<file path="src/rtl/mem_arbiter.sv">
// Two-port arbiter and sequencer for a single-port main memory.
// Grants one request at a time, issues it for one cycle, waits a fixed latency and returns a done pulse.
module mem_arbiter #(
    parameter int MEM_DEPTH   = 8,
    parameter int DATA_WIDTH  = 32,
    parameter int MEM_LATENCY = 1,
    parameter int ARB_MODE    = 0,
    localparam int AW = (MEM_DEPTH > 1) ? $clog2(MEM_DEPTH) : 1
) (
    input  logic                    clk,
    input  logic                    reset,
    input  logic [1:0]              req,
    input  logic [1:0]              we,
    input  logic [2*AW-1:0]         addr,
    input  logic [2*DATA_WIDTH-1:0] wdata,
    output logic [1:0]              gnt,
    output logic [1:0]              done,
    output logic [1:0]              err,
    output logic [2*DATA_WIDTH-1:0] rdata,
    output logic                    mem_req_valid,
    output logic                    mem_we,
    output logic [AW-1:0]           mem_addr,
    output logic [DATA_WIDTH-1:0]   mem_wdata,
    input  logic [DATA_WIDTH-1:0]   mem_rdata,
    output logic                    busy,
    output logic [1:0]              dbg_state
);

    typedef enum logic [1:0] {
        S_IDLE  = 2'd0,
        S_ISSUE = 2'd1,
        S_WAIT  = 2'd2
    } state_t;

    localparam int CW = (MEM_LATENCY > 1) ? $clog2(MEM_LATENCY + 1) : 1;
    localparam logic [CW-1:0] LAT   = CW'(MEM_LATENCY);
    localparam logic [AW:0]   DEPTH = (AW + 1)'(MEM_DEPTH);

    state_t                  state;
    logic                    prio_ptr;
    logic                    cur_port;
    logic                    cur_we;
    logic                    cur_err;
    logic [CW-1:0]           lat_cnt;

    logic                    win;
    logic                    win_we;
    logic [AW-1:0]           win_addr;
    logic [DATA_WIDTH-1:0]   win_wdata;
    logic [1:0]              cur_onehot;

    // Winner selection is only meaningful while some req is high in IDLE.
    always_comb begin
        win = 1'b0;
        if (ARB_MODE == 1) begin
            win = ~req[0];
        end else begin
            win = req[prio_ptr] ? prio_ptr : ~prio_ptr;
        end
        win_we    = win ? we[1] : we[0];
        win_addr  = win ? addr[2*AW-1:AW] : addr[AW-1:0];
        win_wdata = win ? wdata[2*DATA_WIDTH-1:DATA_WIDTH] : wdata[DATA_WIDTH-1:0];
        gnt = 2'b00;
        if (state == S_IDLE && req != 2'b00) begin
            gnt = win ? 2'b10 : 2'b01;
        end
    end

    assign cur_onehot = cur_port ? 2'b10 : 2'b01;
    assign busy       = (state != S_IDLE);
    assign dbg_state  = state;

    always_ff @(posedge clk or posedge reset) begin
        if (reset) begin
            state         <= S_IDLE;
            prio_ptr      <= 1'b0;
            cur_port      <= 1'b0;
            cur_we        <= 1'b0;
            cur_err       <= 1'b0;
            lat_cnt       <= '0;
            done          <= 2'b00;
            err           <= 2'b00;
            rdata         <= '0;
            mem_req_valid <= 1'b0;
            mem_we        <= 1'b0;
            mem_addr      <= '0;
            mem_wdata     <= '0;
        end else begin
            done          <= 2'b00;
            err           <= 2'b00;
            mem_req_valid <= 1'b0;
            mem_we        <= 1'b0;
            case (state)
                S_IDLE: begin
                    if (req != 2'b00) begin
                        cur_port <= win;
                        cur_we   <= win_we;
                        prio_ptr <= ~win;
                        // Out-of-range requests skip the memory; mem_addr/mem_wdata keep their old values.
                        if ({1'b0, win_addr} >= DEPTH) begin
                            cur_err <= 1'b1;
                            state   <= S_WAIT;
                        end else begin
                            cur_err       <= 1'b0;
                            mem_req_valid <= 1'b1;
                            mem_we        <= win_we;
                            mem_addr      <= win_addr;
                            mem_wdata     <= win_wdata;
                            state         <= S_ISSUE;
                        end
                    end
                end
                S_ISSUE: begin
                    lat_cnt <= LAT;
                    state   <= S_WAIT;
                end
                S_WAIT: begin
                    if (cur_err || lat_cnt == CW'(1)) begin
                        done <= cur_onehot;
                        err  <= cur_err ? cur_onehot : 2'b00;
                        if (!cur_we) begin
                            if (cur_port) begin
                                rdata[2*DATA_WIDTH-1:DATA_WIDTH] <= cur_err ? '0 : mem_rdata;
                            end else begin
                                rdata[DATA_WIDTH-1:0] <= cur_err ? '0 : mem_rdata;
                            end
                        end
                        state <= S_IDLE;
                    end else begin
                        lat_cnt <= lat_cnt - CW'(1);
                    end
                end
                default: state <= S_IDLE;
            endcase
        end
    end

endmodule

</file>
<file path="config.mk">
export PLATFORM = sky130hd
export DESIGN_NAME = mem_arbiter
export DESIGN_NICKNAME = d
export VERILOG_FILES = /design/src/rtl/mem_arbiter.sv
export SDC_FILE = /design/constraint.sdc
export NUM_CORES = 1
export LEC_CHECK = 0
export BUFFER_PORTS_ARGS = -buffer_cell sky130_fd_sc_hd__buf_2
export CAP_MARGIN = 20
export CELL_PAD_IN_SITES_DETAIL_PLACEMENT = 1
export CELL_PAD_IN_SITES_GLOBAL_PLACEMENT = 2
export CORE_AREA = 2 2 124 126
export DETAILED_ROUTE_END_ITERATION = 6
export DIE_AREA = 0 0 126 128
export PLACE_DENSITY = 0.9
export SYNTH_ARGS = -nofsm -noshare
export SYNTH_HDL_FRONTEND = slang
export SYNTH_SLANG_ARGS = --single-unit
</file>
<file path="constraint.sdc">
create_clock -name clk -period 7.3 [get_ports clk]
set_input_delay 0.365 -clock clk [delete_from_list [all_inputs] [get_ports clk]]
set_output_delay 0.365 -clock clk [all_outputs]
set_load 0.02 [all_outputs]
</file>
==> Yosys cells after proc, flatten, opt, wreduce, memory -nomap -nowiden <==
Index checks and enable logic that the tools add are counted.
Widths: inputs -> output; s select.
{ "op_classes": {"add_sub_neg": 1, "reduce_logical": 10, "n_lt_le_gt_ge": 1, "muxes": 20, "eq_ne": 5, "bitwise_logic": 4} }
{ "op_table": {"columns": ["cell", "n"], "rows": [
  ["$mux 32", 1],
  ["$mux 2", 7],
  ["$mux 1", 9],
  ["$reduce_and 4->1", 2],
  ["$pmux 2 s3", 1],
  ["$reduce_and 2->1", 3],
  ["$reduce_bool 2->1", 3],
  ["$ne 2x2->1 const B", 2],
  ["$not 1->1", 4],
  ["$mux 3", 1],
  ["$eq 2x1->1 const B", 1],
  ["$eq 2x2->1 const B", 1],
  ["$logic_not 2->1", 1],
  ["$lt 1x2->1 const B", 1],
  ["$ne 2x1->1 const B", 1],
  ["$pmux 1 s2", 1],
  ["$logic_and 1x1->1", 1],
  ["$sub 1x1->1 const B", 1]
]} }
{ "word_totals": {"inputBits": 108, "register_bits": 109, "word_cells": 53, "out_inout_bits": 110} }

==> Logic depth before layout (Yosys ltp) <==
Gate-level depths: netlist (run 1).
{ "logic_depth": {"depth_word": 6, "ltp_mapped": 6, "ltp_nobuf": 4} }

==> Worst setup path before layout (run 1) <==
Ideal clock, no wire load.
{ "synth_timing": {"kind": "reg2out", "startpoint": "register state[1] (netlist: dbg_state[1])", "endpoint": "output port gnt[1]", "arrival_ns": 1.290, "stages_incl_launch_ff": 5, "n_path_buf": 1, "path_slack_ns": 5.645, "required_time_ns": 6.935, "path_cell_list": "dfrtp_1 > nor2_2 > inv_2 > nor3b_4 > buf_6"} }
{ "synth_between": {"elab_chain_cells": 3} }
{ "synth_lines": {"columns": ["item", "line_no", "source"], "rows": [
  ["from (decl)", "39", "state_t state;"],
  ["from (signal assigned)", "75", "state <= S_IDLE;"],
  ["from (signal assigned)", "102", "state <= S_WAIT;"],
  ["from (signal assigned)", "109", "state <= S_ISSUE;"],
  ["$logic_not 2->1", "64", "if (state == S_IDLE && req != 2'b00) begin"],
  ["$logic_and 1x1->1", "64", null],
  ["$mux 2", "64", null],
  ["to (decl)", "16", "output logic [1:0] gnt,"]
]} }
No other way between the ends.

==> Worst setup path in the final report (run 1) <==
Same ends and word-level chain as after synthesis.

==> results of run 1 <==
[power by group through the flow]
| stage | Combinational [uW] | Sequential (uW) | Clock (uW) |
|---|---|---|---|
| after global placement | 1280 | 1060 | 0 |
| after CTS | 1320 | 1070 | 507 |
| after global routing | 1390 | 1110 | 533 |
| after detailed placement | 1320 | 1080 | 0 |
| final | 1300 | 1060 | 495 |
| after floorplan | 538 | 1410 | 0 |
[area by class of cell]
cell class              count  area share
repair buffers            220       0.187
inverters                  43      0.0275
well taps                 188      0.0394
flip-flops and latches    109       0.457
clock buffers              10      0.0384
multi-input cells         157       0.239
clock inverters             6      0.0120
[registers in the layout (all words and copies together), names as in the netlist]
name,flops
prio_ptr,1
mem_addr,3
cur_port,1
lat_cnt,1
mem_req_valid,1
mem_we,1
dbg_state,2
mem_wdata,32
done,2
cur_we,1
rdata,64
[placed cells by master, fill, tap and decap left out, types with 3 or more instances in the layout]
cell type	instances
mux2_2	40
clkbuf_16	9
nor2_1	3
inv_1	41
nor3_1	36
mux2_1	24
buf_2	215
buf_4	5
a221o_1	36
dfrtp_1	109
[how the worst max path moves through the flow]
| stage | from | cells after the start | end | slack (ps) |
|---|---|---|---|---|
| floorplan | reset | 1 | cur_port | 4060 |
| global placement | dbg_state[1] | 5 | gnt[1] | 5200 |
| detailed placement | dbg_state[1] | 5 | gnt[1] | 5120 |
| CTS | dbg_state[1] | 5 | gnt[1] | 4700 |
| global route | dbg_state[1] | 5 | gnt[1] | 4550 |
| finish | dbg_state[1] | 5 | gnt[1] | 4770 |
[stage by stage]
step                      cells  setup WS [ps]
final                       733           4770
after global routing        733           4550
after floorplan             332           4060
after CTS                   733           4700
after global placement      717           5200
after detailed placement    717           5120
[layer usage]
layer | wire [um] | vias up | global-route usage
li1 | - | 1584 | -
met1 | 5050 | 1645 | 0.190
met2 | 5670 | 173 | 0.247
met3 | 967 | 14 | 0.0405
met4 | 189 | 0 | 0.0478
met5 | 0 | - | 0
[logic make-up after synthesis]
kind of cell / synth area share
mux: 0.161
flops: 0.608
simple gates: 0.0650
compound gates: 0.0898
other cells: 0.000836
buf+inv: 0.0761
==> impl_metrics.csv, run 1 <==
group,metric,value,unit
outcome,status,"finished clean",
pwr,power_density,479,mW/mm2
logic_synthesis,synthFlopType,"dfrtp_1",
global_routing,grt_start_max_net_pins,70,
timing,worst_slew_pin_slew,840,ps
timing,period_share,0.347,
clocking,numCtsBuffers,9,
timing,rsz0062_at_grt,"no",
clocking,cts_tree,"built",
global_routing,grt_pass1_vias,3638,
die,io_pins,218,
min_path,hold_class,"in -> async",
worst_setup_path,start_kind,"register",
timing,maxSlewViolCount,0,
route,wl_per_cell,16.2,um
logic_synthesis,synth_edf_count,0,
clocking,cts.sinks,109,
pwr,pwr-share-clk,0.173,
clocking,cts.clk_slew.worst_paths,80,ps
pwr,p_leak,0.00309,uW
worst_setup_path,crit_arrival,2170,ps
clocking,post_cts_resized,0,
logic_synthesis,synth_common_cells,"dfrtp_1, inv_1, mux2_2",
die,die_x,126,um
worst_setup_path,r2r_cells,5,
placed_design,place_hpwl,8910,um
timing,period_needed,2530,ps
route,totalWireLength,11900,um
cells_and_area,multi_input_area,0.00143,mm2
timing,hold_slack,58.3,ps
timing,clock.fmax,395,MHz
die,dieArea,0.0161,mm2
flow_run,max_cap_viol_count,0,
pwr,total_power,2860,uW
die,core-area,0.0149,mm2
die,fp.dieH,128,um
logic_synthesis,synthCells,331,
pwr,power.internal,1680,uW
placed_design,io_buffers,215,
pwr,seq_power_share,0.373,
clocking,ctsHoldBuffers,0,
logic_synthesis,synth_area_leaders,"dfrtp_1, mux2_2, a221o_1",
route,first_iter_violations,125,
logic_synthesis,syn_avg_cell_area,13.6,um2
global_routing,antenna_found_initial,0,
pwr,p_sw_frac,0.411,
timing,setup_viol,0,
cells_and_area,stdcell_area,0.00597,mm2
worst_setup_path,cp.required,6930,ps
pwr,p_switching,1170,uW
cells_and_area,nFillCells,1665,
worst_setup_path,reg2reg_to,"mem_addr[0]",
worst_setup_path,worstSetupEndpointType,"primary output",
timing,tns,0,ps
worst_setup_path,critPathMaxStageDelay,460,ps
cells_and_area,layout.nets,648,
route,dr.pass1.iters,5,
worst_setup_path,critical_path_class,"reg -> out",
logic_synthesis,yosys_register_bits,109,
logic_synthesis,yosysSeqAreaShare,0.608,
route,vias,3416,
logic_synthesis,yosysTopAreaCell,"dfrtp_1",
worst_setup_path,slowest_stage,"dfrtp_1",
route,viasPerCell,4.66,
route,drc,0,
worst_setup_path,crit_family,"buffers and inverters",
cells_and_area,seq_area,0.00273,mm2
placed_design,placed_area,0.00567,mm2
global_routing,grt_first_pass_wirelength,19300,um
worst_setup_path,cp_max_fo,39,
worst_setup_path,timing.rr.start,"dbg_state[1]",
global_routing,overflow,0,
timing,hold_violations,0,
clocking,postCtsSetupBuffers,0,
die,num_rows,45,
worst_setup_path,regToRegSetupSlack,5390,ps
cells_and_area,drive_gt1_frac,0.521,
clocking,clockRootBuffer,"clkbuf_16",
logic_synthesis,synth_cell_types,26,
clocking,clk_latency,350,ps
logic_synthesis,yosys_warnings,0,
worst_setup_path,path_cells,"nor2_2, inv_2, nor3b_4, buf_4, buf_2",
timing,skew,13.1,ps
clocking,htreeDepth,3,
cells_and_area,num_antenna_cells,0,
logic_synthesis,syn_area,0.00449,mm2
worst_setup_path,cp_num_buf_inv,3,
die,initial_utilization,0.302,
cells_and_area,area_delta_synth_final,33.0,%
route,drtAntennaViolNets,0,
logic_synthesis,synth_top_area_share,0.608,
pwr,ir_drop,151,uV
cells_and_area,postLayoutCoreUtil,0.401,
timing,slew_headroom,0.440,
global_routing,grt_usage,0.149,
logic_synthesis,synthArstFlopShare,1.00,
placed_design,globalplace.congestion,0.752,
clocking,clockBufferDepth,2,
logic_synthesis,yosysMostFrequentCell,"dfrtp_1",
pwr,pwr-share-comb,0.454,
(Power assumes the default switching activity.)
==> run 2: changes to the inputs <==
--- a/config.mk
+++ b/config.mk
@@ -9,10 +9,10 @@
 export CAP_MARGIN = 20
 export CELL_PAD_IN_SITES_DETAIL_PLACEMENT = 1
 export CELL_PAD_IN_SITES_GLOBAL_PLACEMENT = 2
-export CORE_AREA = 2 2 124 126
+export CORE_AREA = 2 2 130 132
 export DETAILED_ROUTE_END_ITERATION = 6
-export DIE_AREA = 0 0 126 128
-export PLACE_DENSITY = 0.9
+export DIE_AREA = 0 0 132 134
+export PLACE_DENSITY = 0.84
 export SYNTH_ARGS = -nofsm -noshare
 export SYNTH_HDL_FRONTEND = slang
 export SYNTH_SLANG_ARGS = --single-unit
==> constraint.sdc (replaced) <==
create_clock -name clk -period 2.5 [get_ports clk]
set_input_delay 0.125 -clock clk [delete_from_list [all_inputs] [get_ports clk]]
set_output_delay 0.125 -clock clk [all_outputs]
set_load 0.02 [all_outputs]
==> run 2 against run 1 <==
Compared with the run above:
- clock-buffer cell count rose by 1
- clock skew fell by 3.2 ps
- via count rose by 1.5%
- sequential power rose to 2.9 times the previous value
- setup slack got worse by 4300 ps
- routed wire length rose by 3.2%
- power rose to 3.0 times the previous value
- first-iteration DRC count rose by 0.80%
- final area rose by 3.5%
- global-route usage fell by 1.0 points
- flip-flop and latch count did not move
- critical endpoint unchanged
- highest routed layer unchanged
==> impl_metrics.csv, run 2 (same netlist as run 1, synthesis figures left out) <==
group,metric,value,unit
timing,tns,0,ps
placed_design,numPlacedInstances,751,
worst_setup_path,critical_path_class,"reg -> out",
die,initial_utilization,0.276,
pwr,pwr-share-comb,0.460,
cells_and_area,stdcell_area,0.00617,mm2
pwr,p_leak,0.00316,uW
route,first_iter_violations,126,
pwr,seq_power_share,0.369,
pwr,p_sw_frac,0.409,
placed_design,globalplace.congestion,0.790,
flow_run,max_cap_viol_count,0,
clocking,htreeDepth,3,
placed_design,place_hpwl,9170,um
cells_and_area,drive_gt1_frac,0.515,
pwr,pwr-share-clk,0.171,
pwr,total_power,8460,uW
worst_setup_path,path_cells,"nor2_2, inv_2, nor3b_4, buf_4, buf_2",
timing,clock.fmax,498,MHz
outcome,status,"finished clean",
clocking,clk_latency,340,ps
cells_and_area,finalNonFillerCells,777,
timing,setup_viol,0,
global_routing,grt_pass1_vias,3720,
route,vias,3467,
clocking,clockBufferDepth,2,
cells_and_area,postLayoutCoreUtil,0.379,
global_routing,antenna_found_initial,0,
timing,period_share,0.804,
die,num_rows,47,
cells_and_area,num_antenna_cells,0,
clocking,cts.sinks,109,
route,viasPerCell,4.46,
timing,rsz0062_at_grt,"no",
timing,maxSlewViolCount,0,
global_routing,grt_first_pass_wirelength,19800,um
clocking,postCtsSetupBuffers,0,
clocking,clockRootBuffer,"clkbuf_16",
route,drtAntennaViolNets,0,
placed_design,io_buffers,215,
die,dieArea,0.0177,mm2
clocking,cts.clk_slew.worst_paths,70,ps
die,fp.dieH,134,um
global_routing,overflow,0,
worst_setup_path,start_kind,"register",
worst_setup_path,cp_max_fo,37,
pwr,p_switching,3460,uW
route,dr.pass1.iters,4,
cells_and_area,final_cell_mix,"buf_2, dfrtp_1, inv_1",
cells_and_area,final_common_cell,"buf_2",
cells_and_area,top_regs,"rdata: 64 flops, mem_wdata: 32 flops, mem_addr: 3 flops",
global_routing,grt_start_max_net_pins,68,
die,io_pins,218,
cells_and_area,layout.nets,660,
die,core-area,0.0163,mm2
route,wl_per_cell,15.8,um
cells_and_area,area_delta_synth_final,37.6,%
cells_and_area,largest_reg_flops,64,
route,drc,0,
cells_and_area,regMostFlops,"rdata",
min_path,hold_class,"in -> reg",
timing,hold_violations,0,
placed_design,placed_area,0.00576,mm2
route,totalWireLength,12300,um
global_routing,grt_usage,0.139,
timing,skew,9.97,ps
worst_setup_path,critPathMaxStageDelay,450,ps
pwr,power.internal,5000,uW
worst_setup_path,crit_arrival,1880,ps
worst_setup_path,cp.required,2380,ps
pwr,power_density,1370,mW/mm2
die,die_x,132,um
timing,period_needed,2010,ps
pwr,ir_drop,587,uV
clocking,numCtsBuffers,9,
worst_setup_path,worstSetupEndpointType,"primary output",
worst_setup_path,slowest_stage,"dfrtp_1",
clocking,cts_tree,"built",
cells_and_area,nFillCells,1851,
run 2: changes by cell type in the layout (fill, tap and decap cells not counted):
cell	change
clkbuf_8	+1
clkinvlp_4	+1
clkinv_2	-1
o21ai_4	+1
dlygate4sd3_1	+9
buf_12	+3
o21ai_2	-1
inv_4	-1
run 2: cell type report:
cell class | instances | area (um2) | area share
clock inverters | 5 | 66.3 | 0.0107
inverters | 43 | 165 | 0.0267
clock buffers | 11 | 243 | 0.0393
flip-flops and latches | 109 | 2730 | 0.442
well taps | 220 | 275 | 0.0446
multi-input cells | 157 | 1430 | 0.232
repair buffers | 232 | 1260 | 0.205
run 2: worst max-delay path: cells and delay by family, from the launching register on:
family | cells | cell delay (ps)
buf+inv | 3 | 720
flops | 1 | 450
simple gates | 2 | 380
run 2: what timing repair did:
action                                 4_1_cts  5_1_grt
hold buffers                                 8        1
resized for setup                            0        0
endpoints found under the hold margin       18        1
run 2: worst paths after layout:
check / start / end / slack [ps] / cells past startpoint
max reg2reg: dbg_state[0] / rdata[8] / 800 / 4
max in group asynchronous: reset / rdata[32] / 1540 / 4
min reg2reg: rdata[46] / rdata[46] / 480 / 1
min: mem_rdata[4] / rdata[36] / 20 / 2
min in group asynchronous: reset / rdata[5] / 310 / 3
max: dbg_state[1] / gnt[1] / 490 / 5
run 2: stage by stage:
| stage | hold slack (ps) | setup slack [ps] |
|---|---|---|
| floorplan | 242 | 934 |
| global placement | 110 | 844 |
| detailed placement | 118 | 770 |
| CTS | 2.26 | 440 |
| global route | 2.76 | 339 |
| finish | 17.4 | 490 |
run 2: layer usage:
layer  share of wire  global-route usage  vias up  routed length [um]
li1                -                   -     1607                   -
met1            0.43               0.172     1688                5280
met2            0.49               0.240      158                5970
met3           0.072              0.0393       14                 884
met4           0.011              0.0362        0                 129
met5               0                   0        -                   0
run 2: power by group through the flow:
stage          sequential, uW  combinational [uW]  clock, uW
6_report                 3120                3890       1450
5_1_grt                  3260                4170       1580
4_1_cts                  3140                3900       1510
3_5_place_dp             3160                3900          0
3_3_place_gp             3120                3770          0
2_1_floorplan            4120                1570          0
==> run 3: changes to the inputs <==
==> config.mk (replaced) <==
export PLATFORM = sky130hd
export DESIGN_NAME = mem_arbiter
export DESIGN_NICKNAME = d
export VERILOG_FILES = /design/src/rtl/mem_arbiter.sv
export SDC_FILE = /design/constraint.sdc
export NUM_CORES = 1
export LEC_CHECK = 0
export ABC_AREA = 1
export BUFFER_PORTS_ARGS = -buffer_cell sky130_fd_sc_hd__buf_2
export CAP_MARGIN = 20
export CELL_PAD_IN_SITES_DETAIL_PLACEMENT = 1
export CELL_PAD_IN_SITES_GLOBAL_PLACEMENT = 2
export CORE_AREA = 2 2 149 151
export DETAILED_ROUTE_END_ITERATION = 6
export DIE_AREA = 0 0 151 153
export PLACE_DENSITY = 0.79
export SYNTH_ARGS = -nofsm -noshare
export SYNTH_HDL_FRONTEND = slang
export SYNTH_SLANG_ARGS = --single-unit
==> constraint.sdc (replaced) <==
create_clock -name clk -period 1.8 [get_ports clk]
set_input_delay 0.09 -clock clk [delete_from_list [all_inputs] [get_ports clk]]
set_output_delay 0.09 -clock clk [all_outputs]
set_load 0.02 [all_outputs]
==> run 3 against run 2 <==
Compared with the run above:
- synthesized cell count rose by 69%
- sequential power grew 37%
- critical endpoint unchanged
- highest routed layer is now met5
- first-iteration DRC count down 5.6%
- routed wire length is 23% higher
- setup slack lost 380 ps
- critical path depth did not move
- hold slack worse by 5.8 ps
- clock power up 36%
- register-to-register slack got worse by 340 ps
==> impl_metrics.csv, run 3 <==
group,metric,value,unit
logic_synthesis,synthCells,558,
worst_setup_path,critPathMaxStageDelay,390,ps
worst_setup_path,timing.rr.start,"dbg_state[0]",
die,core-area,0.0215,mm2
logic_synthesis,yosysTopAreaCell,"dfrtp_1",
logic_synthesis,synthArstFlopShare,1.00,
pwr,ir_drop,404,uV
min_path,hold_class,"in -> reg",
timing,maxSlewViolCount,0,
pwr,pwr-share-comb,0.492,
cells_and_area,final_cell_mix,"nand2_1, buf_2, dfrtp_1",
cells_and_area,multi_input_area,0.00173,mm2
timing,hold_violations,0,
clocking,clockRootBuffer,"clkbuf_16",
timing,rsz0062_at_grt,"no",
logic_synthesis,synthFlopType,"dfrtp_1",
global_routing,grt_first_pass_wirelength,24100,um
global_routing,antenna_found_initial,2,
die,die_x,151,um
timing,period_share,0.937,
logic_synthesis,synth_edf_count,0,
min_path,hold_end,"rdata[51]",
timing,period_needed,1690,ps
worst_setup_path,crit_arrival,1600,ps
global_routing,overflow,0,
pwr,power_density,1830,mW/mm2
route,dr.pass1.iters,4,
worst_setup_path,crit_family,"buffers and inverters",
worst_setup_path,critical_path_class,"reg -> out",
logic_synthesis,synth_cell_types,20,
route,vias,4450,
timing,tns,0,ps
clocking,cts_tree,"built",
clocking,htreeDepth,3,
clocking,clk_latency,350,ps
clocking,clockBufferDepth,2,
clocking,postCtsSetupBuffers,0,
placed_design,globalplace.congestion,0.717,
global_routing,grt_usage,0.132,
cells_and_area,regMostFlops,"rdata",
cells_and_area,postLayoutCoreUtil,0.313,
clocking,numCtsBuffers,9,
cells_and_area,largest_reg_flops,64,
worst_setup_path,r2r_cells,7,
worst_setup_path,cp.depth,5,
global_routing,grt_pass1_vias,4491,
route,wl_per_cell,14.2,um
worst_setup_path,worstSetupEndpointType,"primary output",
timing,worst_slew_pin_slew,614,ps
cells_and_area,seq_area,0.00273,mm2
outcome,status,"finished clean",
worst_setup_path,cp_num_buf_inv,2,
worst_setup_path,cp.required,1710,ps
logic_synthesis,yosysSeqAreaShare,0.563,
placed_design,place_ws,343,ps
worst_setup_path,reg2reg_to,"rdata[61]",
min_path,worstHoldPathCells,3,
logic_synthesis,yosysMostFrequentCell,"nand2_1",
route,drc,0,
die,dieArea,0.0231,mm2
flow_run,max_cap_viol_count,0,
die,initial_utilization,0.226,
cells_and_area,area_delta_synth_final,38.6,%
pwr,p_sw_frac,0.456,
logic_synthesis,yosys_register_bits,109,
cells_and_area,top_regs,"rdata: 64 flops, mem_wdata: 32 flops, mem_addr: 3 flops",
worst_setup_path,regToRegSetupSlack,460,ps
timing,fin_ws,114,ps
route,first_iter_violations,119,
die,fp.dieH,153,um
global_routing,grt_start_max_net_pins,110,
pwr,seq_power_share,0.348,
worst_setup_path,path_cells,"nand2_1, buf_12, nand2_1, nor2_1, buf_2",
clocking,cts.clk_slew.worst_paths,80,ps
placed_design,place_hpwl,11100,um
min_path,worst_hold_startpoint,"mem_rdata[19]",
timing,clock.fmax,593,MHz
timing,setup_viol,0,
logic_synthesis,syn_avg_cell_area,8.68,um2
logic_synthesis,syn_area,0.00485,mm2
pwr,p_switching,5600,uW
worst_setup_path,cp_max_fo,34,
route,drtAntennaViolNets,0,
cells_and_area,drive_gt1_frac,0.364,
timing,skew,10.0,ps
pwr,power.internal,6690,uW
route,totalWireLength,15100,um
cells_and_area,final_common_cell,"nand2_1",
worst_setup_path,start_kind,"register",
pwr,p_leak,0.00377,uW
timing,slew_headroom,0.590,
placed_design,io_buffers,215,
logic_synthesis,synth_top_area_share,0.563,
pwr,pwr-share-clk,0.160,
cells_and_area,nFillCells,2654,
cells_and_area,layout.nets,886,
clocking,cts.sinks,109,
logic_synthesis,synth_common_cells,"nand2_1, dfrtp_1, nand3_1",
worst_setup_path,slowest_stage,"dfrtp_1",
die,num_rows,54,
logic_synthesis,yosys_warnings,0,
route,viasPerCell,4.18,
worst_setup_path,cp_common_cell,"nand2_1",
die,io_pins,218,
logic_synthesis,synth_area_leaders,"dfrtp_1, nand2_1, nand3_1",
==> run 3: layer usage <==
layer | track usage | part of all wire
met3 | 0.0439 | 0.091
met5 | 0 | 0.0011
met4 | 0.0387 | 0.013
met2 | 0.206 | 0.43
met1 | 0.174 | 0.46
==> run 3: power groups by stage <==
stage	sequential [uW]	clock, uW	combinational (uW)
floorplan	5700	0	2510
global placement	4280	0	6030
detailed placement	4340	0	6120
CTS	4300	2060	6160
global route	4440	2140	6720
finish	4270	1970	6050
==> run 3: layout make-up <==
type | instances | share of cell area
multi-input combinational | 371 | 0.258
antenna | 2 | 0.000745
tap | 280 | 0.0522
timing repair buffer | 244 | 0.215
sequential | 109 | 0.406
clock inverter | 6 | 0.00820
inverter | 43 | 0.0246
clock buffer | 10 | 0.0356
==> run 3: what timing repair did <==
| item | CTS | global route |
|---|---|---|
| resized for setup | 1 | 3 |
| setup endpoints to repair | 1 | 2 |
| hold buffers | 18 | 0 |
| endpoints found under the hold margin | 126 | 0 |
==> run 3: how the worst max path moves through the flow <==
stage | startpoint | end | slack [ps]
after floorplan | dbg_state[0] | cur_port | 360
after detailed placement | dbg_state[0] | gnt[0] | 340
after CTS | dbg_state[0] | gnt[0] | 30
after global routing | dbg_state[1] | gnt[0] | 10
after global placement | dbg_state[0] | gnt[0] | 400
final | prio_ptr | gnt[1] | 110
==> run 3: cells by family after synthesis <==
| kind of cell | synth area share |
|---|---|
| buffers and inverters | 0.0818 |
| DFF | 0.563 |
| and+or+nand+nor | 0.261 |
| AOI/OAI and AO/OA | 0.0940 |
| other | 0.000774 |
==> run 3: stage by stage <==
step / power (uW) / area [um2] / hold slack (ps) / std cells
after global routing: 13300 / 6710 / 20.3 / 1063
after CTS: 12500 / 6710 / 0.205 / 1063
after global placement: 10300 / 6230 / 318 / 1029
after floorplan: 8210 / 4850 / 245 / 559
after detailed placement: 10500 / 6230 / 332 / 1029
final: 12300 / 6720 / 11.6 / 1065
==> run 3: tightest hold or removal path, stage by stage <==
cell and delay, ps:
buf_2 100, inv_1 80, o21ai_2 60
